==> src/rtl/instruction_fetch.sv <==
// instruction_fetch: PC holder issuing one instruction read at a time, writing results to the queue,
// with static JAL redirect, full-queue parking and flush with stale-response drop.
module instruction_fetch #(
  parameter logic [31:0] RESET_PC = 32'h0000_0000
) (
  input  logic        clk,
  input  logic        rst,
  input  logic        flush,
  input  logic [31:0] flush_pc,
  output logic        mem_req_valid,
  output logic [31:0] mem_req_addr,
  input  logic        mem_req_ready,
  input  logic        mem_resp_valid,
  input  logic [31:0] mem_resp_data,
  output logic        iq_we,
  output logic [31:0] iq_inst,
  output logic [31:0] iq_pc,
  input  logic        iq_full
);
  typedef enum logic [2:0] {IDLE, REQ, WAIT, HOLD, DROP} state_t;
  state_t state, nxt;
  logic [31:0] pc, hold_inst, npc, jimm;
  always_ff @(posedge clk or posedge rst)
    if (rst) state <= IDLE;
    else state <= nxt;
  always_comb begin
    nxt = state;
    if (flush)
      nxt = ((state == REQ && mem_req_ready) || ((state == WAIT || state == DROP) && !mem_resp_valid)) ? DROP : REQ;
    else
      case (state)
        IDLE: nxt = REQ;
        REQ:  nxt = mem_req_ready ? WAIT : REQ;
        WAIT: nxt = mem_resp_valid ? (iq_full ? HOLD : REQ) : WAIT;
        HOLD: nxt = iq_full ? HOLD : REQ;
        DROP: nxt = mem_resp_valid ? REQ : DROP;
        default: nxt = IDLE;
      endcase
  end
  always_comb begin
    mem_req_valid = state == REQ;
    mem_req_addr = pc;
    iq_pc = pc;
    iq_inst = state == HOLD ? hold_inst : mem_resp_data;
    iq_we = !flush && !iq_full && (state == HOLD || (state == WAIT && mem_resp_valid));
    jimm = {{11{iq_inst[31]}}, iq_inst[31], iq_inst[19:12], iq_inst[20], iq_inst[30:21], 1'b0};
    npc = pc + (iq_inst[6:0] == 7'b1101111 ? jimm : 32'd4);
  end
  always_ff @(posedge clk or posedge rst)
    if (rst) begin
      pc <= RESET_PC;
      hold_inst <= '0;
    end else if (flush) begin
      pc <= flush_pc;
      hold_inst <= '0;
    end else begin
      if (iq_we) pc <= npc;
      if (state == WAIT && mem_resp_valid && iq_full) hold_inst <= mem_resp_data;
    end
endmodule

==> config.mk <==
export PLATFORM = sky130hd
export DESIGN_NAME = instruction_fetch
export DESIGN_NICKNAME = d
export VERILOG_FILES = /design/src/rtl/instruction_fetch.sv
export SDC_FILE = /design/constraint.sdc
export NUM_CORES = 1
export LEC_CHECK = 0
export ABC_AREA = 1
export BUFFER_PORTS_ARGS = -buffer_cell sky130_fd_sc_hd__buf_2
export CELL_PAD_IN_SITES_DETAIL_PLACEMENT = 2
export CELL_PAD_IN_SITES_GLOBAL_PLACEMENT = 2
export CORE_UTILIZATION = 25
export CTS_BUF_LIST = sky130_fd_sc_hd__clkbuf_4
export CTS_CLUSTER_DIAMETER = 100
export DETAILED_ROUTE_END_ITERATION = 10
export GPL_TIMING_DRIVEN = 0
export PLACE_DENSITY_LB_ADDON = 0.1
export SYNTH_ARGS = -nofsm -noshare
export SYNTH_HDL_FRONTEND = slang
export SYNTH_SLANG_ARGS = --single-unit
export TNS_END_PERCENT = 100
==> constraint.sdc <==
create_clock -name clk -period 2.6 [get_ports clk]
set_clock_uncertainty 0.1 [all_clocks]
set_input_delay 0.52 -clock clk [delete_from_list [all_inputs] [get_ports clk]]
set_output_delay 0.52 -clock clk [all_outputs]
set_load 0.01 [all_outputs]
==> results_dict.tcl, run 1 <==
set metrics [dict create \
    cts_tree "done" \
    dpl.hpwl_mm 19.98 \
    synth_cell_type_count 38 \
    clock_path_buffers 2 \
    fin_util_pct 42.45 \
    combPwrFrac_pct 48.3 \
    grt_pass1_vias 7437 \
    slew_headroom_pct 38.20 \
    clock_latency_ps 520 \
    firstDrtPassIters 5 \
    finalCritPeriodShare_pct 129.0 \
    fill_cells 2638 \
    setup_ws_ps -754.5 \
    yosys_warnings 0 \
    cts_root_buf "clkbuf_4" \
    p_clk_share_pct 22.3 \
    p_int_mw 2.491 \
    critPathLaunchType "register" \
    min_path_cells 3 \
    pwr-share-seq_pct 29.4 \
    vdd_drop_max_v 0.0001777 \
    rsz0062_at_grt "true" \
    synth_commonest_cells "nand2_1, inv_1, nor2_1" \
    path_cells "buf_6 -> nor2_4 -> nand2_2 -> nand2_2 -> nand2_2 -> nor2_4 -> buf_12 -> nand2_8 -> or2_4 -> fa_2 -> nand2_2 -> nand2_2 -> nand3b_1 -> nand2_2 -> nand2_2 -> nand2_4 -> buf_4 -> xor2_1 -> nor2_1 -> o21ai_1" \
    final.min_clock_period_ps 3355 \
    synthTopCellsByArea "dfrtp_1, nand2_1, inv_1, o21ai_0, nor2_1" \
    maxCapViolations 0 \
    achievable-frequency_ghz 0.2981 \
    total_power_mw 4.356 \
    ant_nets 0 \
    gp_congestion 0.8257 \
    synth.top_cell.area_share_pct 28.82 \
    yosysTopAreaCell "dfrtp_1" \
    avgSynthCellArea_sq_um 6.392 \
    setup.worst_path.class "reg -> reg" \
    reg2reg_slack_ps -750 \
    grt_use_total_pct 23.29 \
    die-area_sq_mm 0.02388 \
    syn_nets 1011 \
    num_vias 7099 \
    synthFlopType "dfrtp_1" \
    regArea_sq_mm 0.001678 \
    r2r_cells 20 \
    max_stage_delay_ps 470 \
    p_per_area_mw_per_mm2 451.9 \
    ys_ff_latch 67 \
    die_w_um 154.5 \
    antenna_found_initial 4 \
    fp.coreArea_sq_mm 0.02271 \
    clock-sinks 67 \
    violations "setup timing" \
    clk_pin_slew_worst_paths_ps 170 \
    start_util_pct 25.61 \
    drc 0 \
    swShare_pct 42.81 \
    switching_power_mw 1.865 \
    io_buffers 167 \
    io_pins 168 \
    slew_violations 0 \
    grt_max_degree 53 \
    fp.dieH_um 154.5 \
    yosysMostFrequentCell "nand2_1" \
    syn-cell-area_sq_mm 0.005817 \
    setup_viol 46 \
    synth_edf_count 0 \
    worstReg2RegEnd "iq_pc[11]" \
    drive_gt1_share_pct 49.74 \
    cts_buffers 9 \
    crit_path_max_fanout 6 \
    synthCells 910 \
    cp_common_cell "nand2_2" \
    holdCritStartpoint "flush_pc[0]" \
    via_per_inst 4.882 \
    nets 1262 \
    min_path_type "in -> reg" \
    cp.required_ps 2920 \
    final_hold_viol_count 0 \
    rr_startpoint "state[2]" \
    worstPathArrival_ps 3670 \
    drtIter0Drc 192 \
    async_flop_share_pct 100.0 \
    area_delta_synth_final_pct 65.71 \
    min_to "iq_pc[0]" \
    wl_per_cell_um 20.89 \
    h-tree-depth 3 \
    row_count 55 \
    multi_input_area_sq_mm 0.004800 \
    grt_pass1_wl_mm 42.14 \
    finalWirelength_mm 30.37 \
    tightest_slew_ps 927.0 \
    gr-total-overflow 0 \
    ys_seq_area_share_pct 28.82 \
    crit_path_end_kind "register" \
    slowest_stage "dfrtp_2" \
    power.leakage_nw 4.837 \
    outcome "finished, violations left" \
]
power by group through the flow:
stage                     clock [mW]  sequential (mW)  combinational [mW]
after CTS                      0.975             1.27                1.75
after global placement             0             1.27                1.37
final                          0.973             1.28                2.10
after detailed placement           0             1.27                1.40
after global routing            1.01             1.29                2.26
after floorplan                    0             1.28               0.833
routing by layer:
metal | vias up | GRT usage [%] | wire length [um]
met4 | 2 | 4.338 | 772
met1 | 3539 | 28.34 | 12700
met2 | 143 | 42.38 | 15720
met5 | - | 0 | 16
li1 | 3368 | - | -
met3 | 47 | 4.707 | 1162
how the worst max path moves through the flow:
stage                 to  cells past startpoint  slack (ps)     start
6_report       iq_pc[11]                     20        -750  state[2]
5_1_grt        iq_pc[11]                     20        -900  state[2]
4_1_cts        iq_pc[27]                     22        -570  state[2]
3_5_place_dp   iq_pc[20]                     21        -980  state[0]
3_3_place_gp    state[2]                      2       -1280       rst
2_1_floorplan  iq_pc[27]                     22        -100  state[0]
flip-flops by register name (all words and copies together) (netlist names):
| signal | flops |
|---|---|
| iq_pc | 32 |
| hold_inst | 32 |
| state | 3 |
logic make-up (layout without fill, tap and decap cells):
family          Yosys count  after routing  synth area share, %
buf+inv                 187            442                15.19
compound gates          148            148                13.70
other cells               0              3                    0
simple gates            463            464                33.38
flops                    67             67                28.82
xor+xnor                 14             14                2.108
fa+ha+maj                31             31                6.797
through the flow:
stage	std cells	hold slack, ps	setup slack (ps)	area (sq um)	setup TNS (ps)
after floorplan	910	372.6	-104.8	5913	-716.3
after global placement	1362	386.7	-1279	7106	-87440
after detailed placement	1363	388.7	-979.6	7136	-19870
after CTS	1425	94.40	-571.2	8516	-13090
after global routing	1452	111.0	-899.2	9634	-24220
final	1454	105.2	-754.5	9639	-18220
cell usage in the layout (no fill, tap or decap), drive strengths merged:
master	netlist	layout
o31ai	2	2
o221a	1	1
dlygate4sd3	0	1
ha	30	30
o21ai	93	93
dfrtp	67	67
diode	0	3
xor2	12	12
o21a	1	1
a21o	1	1
buf	48	288
inv	126	130
a31o	1	1
a31oi	3	3
nand4	8	8
nor2	106	106
clkbuf	13	20
and2	2	2
nand2	267	268
o211ai	1	1
or2	1	1
o22ai	1	1
bufinv	0	2
xnor2	2	2
nor3	5	5
fa	1	1
o21bai	7	7
a21oi	37	37
clkinv	0	1
nand3	72	72
nand3b	2	2
repair_timing:
item                                    in CTS  in global routing
endpoints found under the setup margin      55                 56
buffers inserted                            40                 28
cloned                                       6                  0
pin swaps                                   72                 80
gates resized for setup                    222                201
hold buffers                                 1                  0
endpoints found under the hold margin       15                  0
critical path: cells and delay by family (launching register included):
kind                     cells  cell delay (ps)
AO/OA/AOI/OAI                1              190
XOR/XNOR                     1              140
adder cells (fa/ha/maj)      1              390
buffers and inverters        3              410
flip-flops                   1              470
AND/OR/NAND/NOR             14             1530
layout make-up:
type	instances	share of cell area, %
flip-flops and latches	67	17.41
clock buffers	10	0.7788
repair inverters	1	0.09086
well taps	285	3.699
inverters	126	5.036
plain buffers	60	4.894
repair buffers	239	17.24
clock inverters	6	0.9865
diodes	3	0.07788
multi-input cells	657	49.79
No activity file was read; power rests on OpenSTA's default activity.
==> run 2: changes to the inputs <==
--- a/config.mk
+++ b/config.mk
@@ -9,11 +9,13 @@
 export BUFFER_PORTS_ARGS = -buffer_cell sky130_fd_sc_hd__buf_2
 export CELL_PAD_IN_SITES_DETAIL_PLACEMENT = 2
 export CELL_PAD_IN_SITES_GLOBAL_PLACEMENT = 2
+export CORE_ASPECT_RATIO = 2
 export CORE_UTILIZATION = 25
 export CTS_BUF_LIST = sky130_fd_sc_hd__clkbuf_4
 export CTS_CLUSTER_DIAMETER = 100
 export DETAILED_ROUTE_END_ITERATION = 10
 export GPL_TIMING_DRIVEN = 0
+export MAX_ROUTING_LAYER = met4
 export PLACE_DENSITY_LB_ADDON = 0.1
 export SYNTH_ARGS = -nofsm -noshare
 export SYNTH_HDL_FRONTEND = slang
==> results_dict.tcl, run 2 (synthesis results as in run 1) <==
set metrics [dict create \
    outcome "finished, violations left" \
    violations "setup timing" \
    via_per_inst 4.924 \
    antenna_found_initial 1 \
    rsz0062_at_grt "true" \
    clk_pin_slew_worst_paths_ps 160 \
    clock_latency_ps 510 \
    mostFrequentLayoutCells "nand2_1, buf_2, inv_1" \
    clock_path_buffers 2 \
    h-tree-depth 3 \
    final.min_clock_period_ps 3197 \
    fp.dieH_um 217.7 \
    min_path_type "in -> reg" \
    tightest_slew_ps 925.7 \
    finalCritPeriodShare_pct 122.9 \
    final_hold_viol_count 0 \
    gp_congestion 0.9179 \
    wl_per_cell_um 20.54 \
    gr-total-overflow 0 \
    p_per_area_mw_per_mm2 441.2 \
    cts_root_buf "clkbuf_4" \
    clock-sinks 67 \
    crit_path_max_fanout 5 \
    stdcell_count 1426 \
    power.leakage_nw 4.684 \
    total_power_mw 3.994 \
    cts_tree "done" \
    vdd_drop_max_v 0.0003131 \
    area_delta_synth_final_pct 55.60 \
    io_buffers 167 \
    cts_buffers 9 \
    worstPathArrival_ps 3510 \
    slew_violations 0 \
    min_to "iq_pc[5]" \
    start_util_pct 25.58 \
    firstDrtPassIters 4 \
    fin_util_pct 39.80 \
    design_area_sq_mm 0.009051 \
    dpl.cell_count 1358 \
    place_ws_ps -1081 \
    setup_viol 39 \
    io_pins 168 \
    holdCritStartpoint "flush_pc[5]" \
    maxCapViolations 0 \
    row_count 78 \
    placed_area_sq_mm 0.007122 \
    die_w_um 109.9 \
    grt_use_total_pct 24.99 \
    drive_gt1_share_pct 46.20 \
    critPathLaunchType "register" \
    setup.worst_path.class "reg -> reg" \
    grt_max_degree 37 \
    drtIter0Drc 127 \
    nets 1241 \
    min_path_cells 3 \
    fp.coreArea_sq_mm 0.02274 \
    num_vias 7022 \
    slew_headroom_pct 38.29 \
    ant_nets 0 \
    drc 0 \
    reg2reg_slack_ps -600 \
    cp.required_ps 2910 \
    layout_commonest_cell "nand2_1" \
    setup_ws_ps -596.6 \
    achievable-frequency_ghz 0.3128 \
    grt_pass1_wl_mm 41.86 \
    fill_cells 2776 \
    rr_startpoint "state[2]" \
    finalWirelength_mm 29.29 \
    worstReg2RegEnd "iq_pc[27]" \
    grt_pass1_vias 7634 \
    r2r_cells 21 \
    crit_path_end_kind "register" \
    die-area_sq_mm 0.02392 \
    dpl.hpwl_mm 22.15 \
]
-- run 2: cell types whose count changed in the layout (fill, tap and decap cells not counted), sizes merged --
cell / change
clkinvlp: +1
inv: -2
clkinv: +3
bufinv: -1
diode: -2
buf: -22
-- run 2: metrics by stage --
stage | TNS, ps | hold slack [ps]
final | -14260 | 125.8
after global routing | -20570 | 108.8
after CTS | -14780 | 93.37
after detailed placement | -23280 | 400.7
after global placement | -93180 | 388.9
after floorplan | -716.3 | 372.6
-- run 2: metal layers --
metal	up-vias	GRT usage [%]	share of wire (%)
met4	0	12.40	6.0
met2	144	50.42	60
li1	3316	-	-
met3	71	3.019	2.3
met5	-	-	0
met1	3491	21.26	32
-- run 2: where the power goes --
part           switching [mW]  internal, mW
Combinational            1.09         0.820
Sequential              0.144          1.14
Clock                   0.509         0.289
-- run 2: area by class of cell --
cell class,instances,area [sq um],share of cell area [%]
Antenna cell,1,2.502,0.02765
Clock inverter,7,67.56,0.7465
Buffer,61,469.2,5.184
Clock buffer,9,67.56,0.7465
Timing Repair Buffer,217,1319,14.57
Timing Repair inverter,1,8.758,0.09677
Sequential cell,67,1678,18.54
Tap cell,280,350.3,3.871
Inverter,126,485.5,5.364
Multi-Input combinational cell,657,4603,50.86
-- run 2: how the worst max path moves through the flow --
stage	from	end	slack [ps]	cells past startpoint
global route	state[1]	iq_pc[27]	-780	21
floorplan	state[0]	iq_pc[27]	-100	22
detailed placement	state[2]	iq_pc[29]	-1080	17
finish	state[2]	iq_pc[27]	-600	21
CTS	state[1]	iq_pc[27]	-630	23
global placement	rst	state[2]	-1290	2
-- run 2: what timing repair did --
| action | 4_1_cts | 5_1_grt |
|---|---|---|
| endpoints found under the setup margin | 54 | 53 |
| hold buffers | 1 | 0 |
| pin swaps | 18 | 50 |
| gates cloned | 2 | 1 |
| buffers inserted | 31 | 16 |
| hold endpoints to repair | 31 | 0 |
| gates resized for setup | 149 | 197 |
-- run 2: critical path: stages, from the launching register on --
cell and delay (ps):
dfrtp_2 490, inv_4 100, nand3_4 100, clkbuf_16 180, nand2_2 80, o21ai_4 70
nor2_4 180, nand2_4 120, or2_4 270, fa_2 380, nand2_4 100, nand2_2 50
nand3b_1 110, nand2_2 120, nand2_2 110, nand2_4 70, nand3b_1 170, nand2_1 80
nand2_1 60, nand3_1 60, nand2_1 70, nand2_1 50
==> run 3: changes to the inputs <==
--- a/config.mk
+++ b/config.mk
@@ -6,7 +6,7 @@
 export NUM_CORES = 1
 export LEC_CHECK = 0
 export ABC_AREA = 1
-export BUFFER_PORTS_ARGS = -buffer_cell sky130_fd_sc_hd__buf_2
+export BUFFER_PORTS_ARGS = -buffer_cell sky130_fd_sc_hd__buf_4
 export CELL_PAD_IN_SITES_DETAIL_PLACEMENT = 2
 export CELL_PAD_IN_SITES_GLOBAL_PLACEMENT = 2
 export CORE_ASPECT_RATIO = 2
==> results_dict.tcl, run 3 (synthesis results as in run 1) <==
set metrics [dict create \
    outcome "finished, violations left" \
    violations "setup timing" \
    drtIter0Drc 145 \
    gp_congestion 0.9019 \
    clk_pin_slew_worst_paths_ps 130 \
    layout_commonest_cell "buf_4" \
    cts_buffers 9 \
    finalWirelength_mm 28.88 \
    cp_common_cell "nand2_2" \
    clock-sinks 67 \
    critPathTopFamily "simple AND/OR/NAND/NOR gates" \
    achievable-frequency_ghz 0.3059 \
    grt_pass1_vias 7648 \
    switching_power_mw 1.709 \
    worstPathArrival_ps 3550 \
    die_w_um 109.9 \
    swShare_pct 41.44 \
    clock_latency_ps 500 \
    gr-total-overflow 0 \
    combPwrFrac_pct 49.9 \
    die-area_sq_mm 0.02392 \
    max_stage_delay_ps 460 \
    setup_ws_ps -669.4 \
    fp.dieH_um 217.7 \
    dpl.hpwl_mm 22.17 \
    p_clk_share_pct 19.1 \
    clock_path_buffers 2 \
    place_ws_ps -1104 \
    nets 1238 \
    slowest_stage "dfrtp_2" \
    grt_max_degree 47 \
    slew_headroom_pct 41.48 \
    mostFrequentLayoutCells "buf_4, nand2_1, inv_1" \
    row_count 78 \
    final.min_clock_period_ps 3269 \
    tightest_slew_ps 877.8 \
    final_hold_viol_count 0 \
    pwr-share-seq_pct 31.0 \
    power.leakage_nw 4.727 \
    crit_path_max_fanout 5 \
    critPathLaunchType "register" \
    tns_ps -13330 \
    rsz0062_at_grt "true" \
    fin_util_pct 41.23 \
    setup.worst_path.class "reg -> reg" \
    h-tree-depth 3 \
    p_int_mw 2.416 \
    start_util_pct 25.58 \
    fill_cells 2699 \
    crit_buf_inv 2 \
    min_path_type "in -> reg" \
    cts_tree "done" \
    cts_root_buf "clkbuf_4" \
    ant_nets 0 \
    grt_use_total_pct 25.12 \
    setup_viol 31 \
    num_vias 6987 \
    via_per_inst 4.910 \
    slew_violations 0 \
    fp.coreArea_sq_mm 0.02274 \
    crit_path_end_kind "register" \
    maxCapViolations 0 \
    wl_per_cell_um 20.30 \
    cp.required_ps 2880 \
    drc 0 \
    p_per_area_mw_per_mm2 439.9 \
    io_pins 168 \
    antenna_found_initial 1 \
    vdd_drop_max_v 0.0002614 \
    firstDrtPassIters 4 \
    area_delta_synth_final_pct 61.20 \
    io_buffers 167 \
    grt_pass1_wl_mm 42.22 \
    path_cells "buf_6 -> nor2_4 -> nand2_1 -> nand2_2 -> nand2_2 -> nor2_4 -> nand2_4 -> or2_4 -> fa_2 -> nand2_2 -> nand2_1 -> nand3b_1 -> nand2_2 -> nand2_2 -> nand2_4 -> buf_12 -> xor2_1 -> nor2_1 -> o21ai_1" \
    drive_gt1_share_pct 44.22 \
    placed_area_sq_mm 0.007547 \
    design_area_sq_mm 0.009376 \
    finalCritPeriodShare_pct 125.7 \
]
-- run 3: cell types whose count changed in the layout (fill, tap and decap cells not counted), sizes merged --
| cell | delta |
|---|---|
| buf | -2 |
| clkbuf | +2 |
| clkinv | -1 |
| clkinvlp | +1 |
| inv | -3 |
-- run 3: path summary, 6_finish.rpt --
path | start | to | slack (ps) | cells after the start
max | state[2] | iq_pc[15] | -670 | 19
min | flush_pc[0] | iq_pc[0] | 130 | 3
max reg2reg | state[2] | iq_pc[15] | -670 | 19
min reg2reg | iq_pc[0] | iq_pc[0] | 420 | 2
max in group asynchronous | rst | hold_inst[16] | 1350 | 4
min in group asynchronous | rst | iq_pc[25] | 450 | 3
-- run 3: layout make-up --
class	count	area, sq um	area share, %
plain buffers	60	471.7	5.031
clock inverters	5	53.80	0.5738
repair buffers	216	1749	18.65
flip-flops and latches	67	1678	17.89
well taps	280	350.3	3.736
inverters	126	483.0	5.151
diodes	1	2.502	0.02669
multi-input cells	657	4506	48.05
clock buffers	11	82.58	0.8807
-- run 3: layer usage --
layer | up-vias | part of all wire (%) | GRT usage [%] | wire length (um)
li1 | 3324 | - | - | -
met1 | 3473 | 31 | 21.04 | 8918
met2 | 138 | 62 | 51.13 | 17830
met3 | 52 | 2.6 | 3.019 | 741
met4 | 0 | 4.8 | 12.31 | 1398
met5 | - | 0 | - | 0
-- run 3: worst reg2reg max path, cell delays in order (launching register included) --
cell and delay [ps]:
dfrtp_2 460, buf_6 130, nor2_4 190, nand2_1 110
nand2_2 90, nand2_2 70, nor2_4 170, nand2_4 110
or2_4 280, fa_2 360, nand2_2 90, nand2_1 60
nand3b_1 120, nand2_2 110, nand2_2 120, nand2_4 80
buf_12 140, xor2_1 140, nor2_1 150, o21ai_1 80
-- run 3: what timing repair did --
action / CTS / global route
endpoints found under the setup margin: 54 / 56
resized for setup: 233 / 97
cloned: 4 / 1
hold endpoints to repair: 21 / 0
buffers inserted: 36 / 8
hold buffers: 1 / 0
pin swaps: 34 / 31
-- run 3: per-stage QoR --
step / total power, mW / instances / hold slack (ps)
finish: 4.125 / 1423 / 125.9
detailed placement: 2.868 / 1358 / 400.3
floorplan: 2.109 / 910 / 372.6
global placement: 2.829 / 1357 / 389.3
global route: 4.353 / 1423 / 115.4
CTS: 4.045 / 1415 / 95.86
-- run 3: power groups by stage --
stage	clock, mW	sequential, mW	combinational [mW]
2_1_floorplan	0	1.28	0.833
3_3_place_gp	0	1.28	1.55
3_5_place_dp	0	1.28	1.58
4_1_cts	0.812	1.28	1.96
5_1_grt	0.841	1.30	2.22
6_report	0.787	1.28	2.06
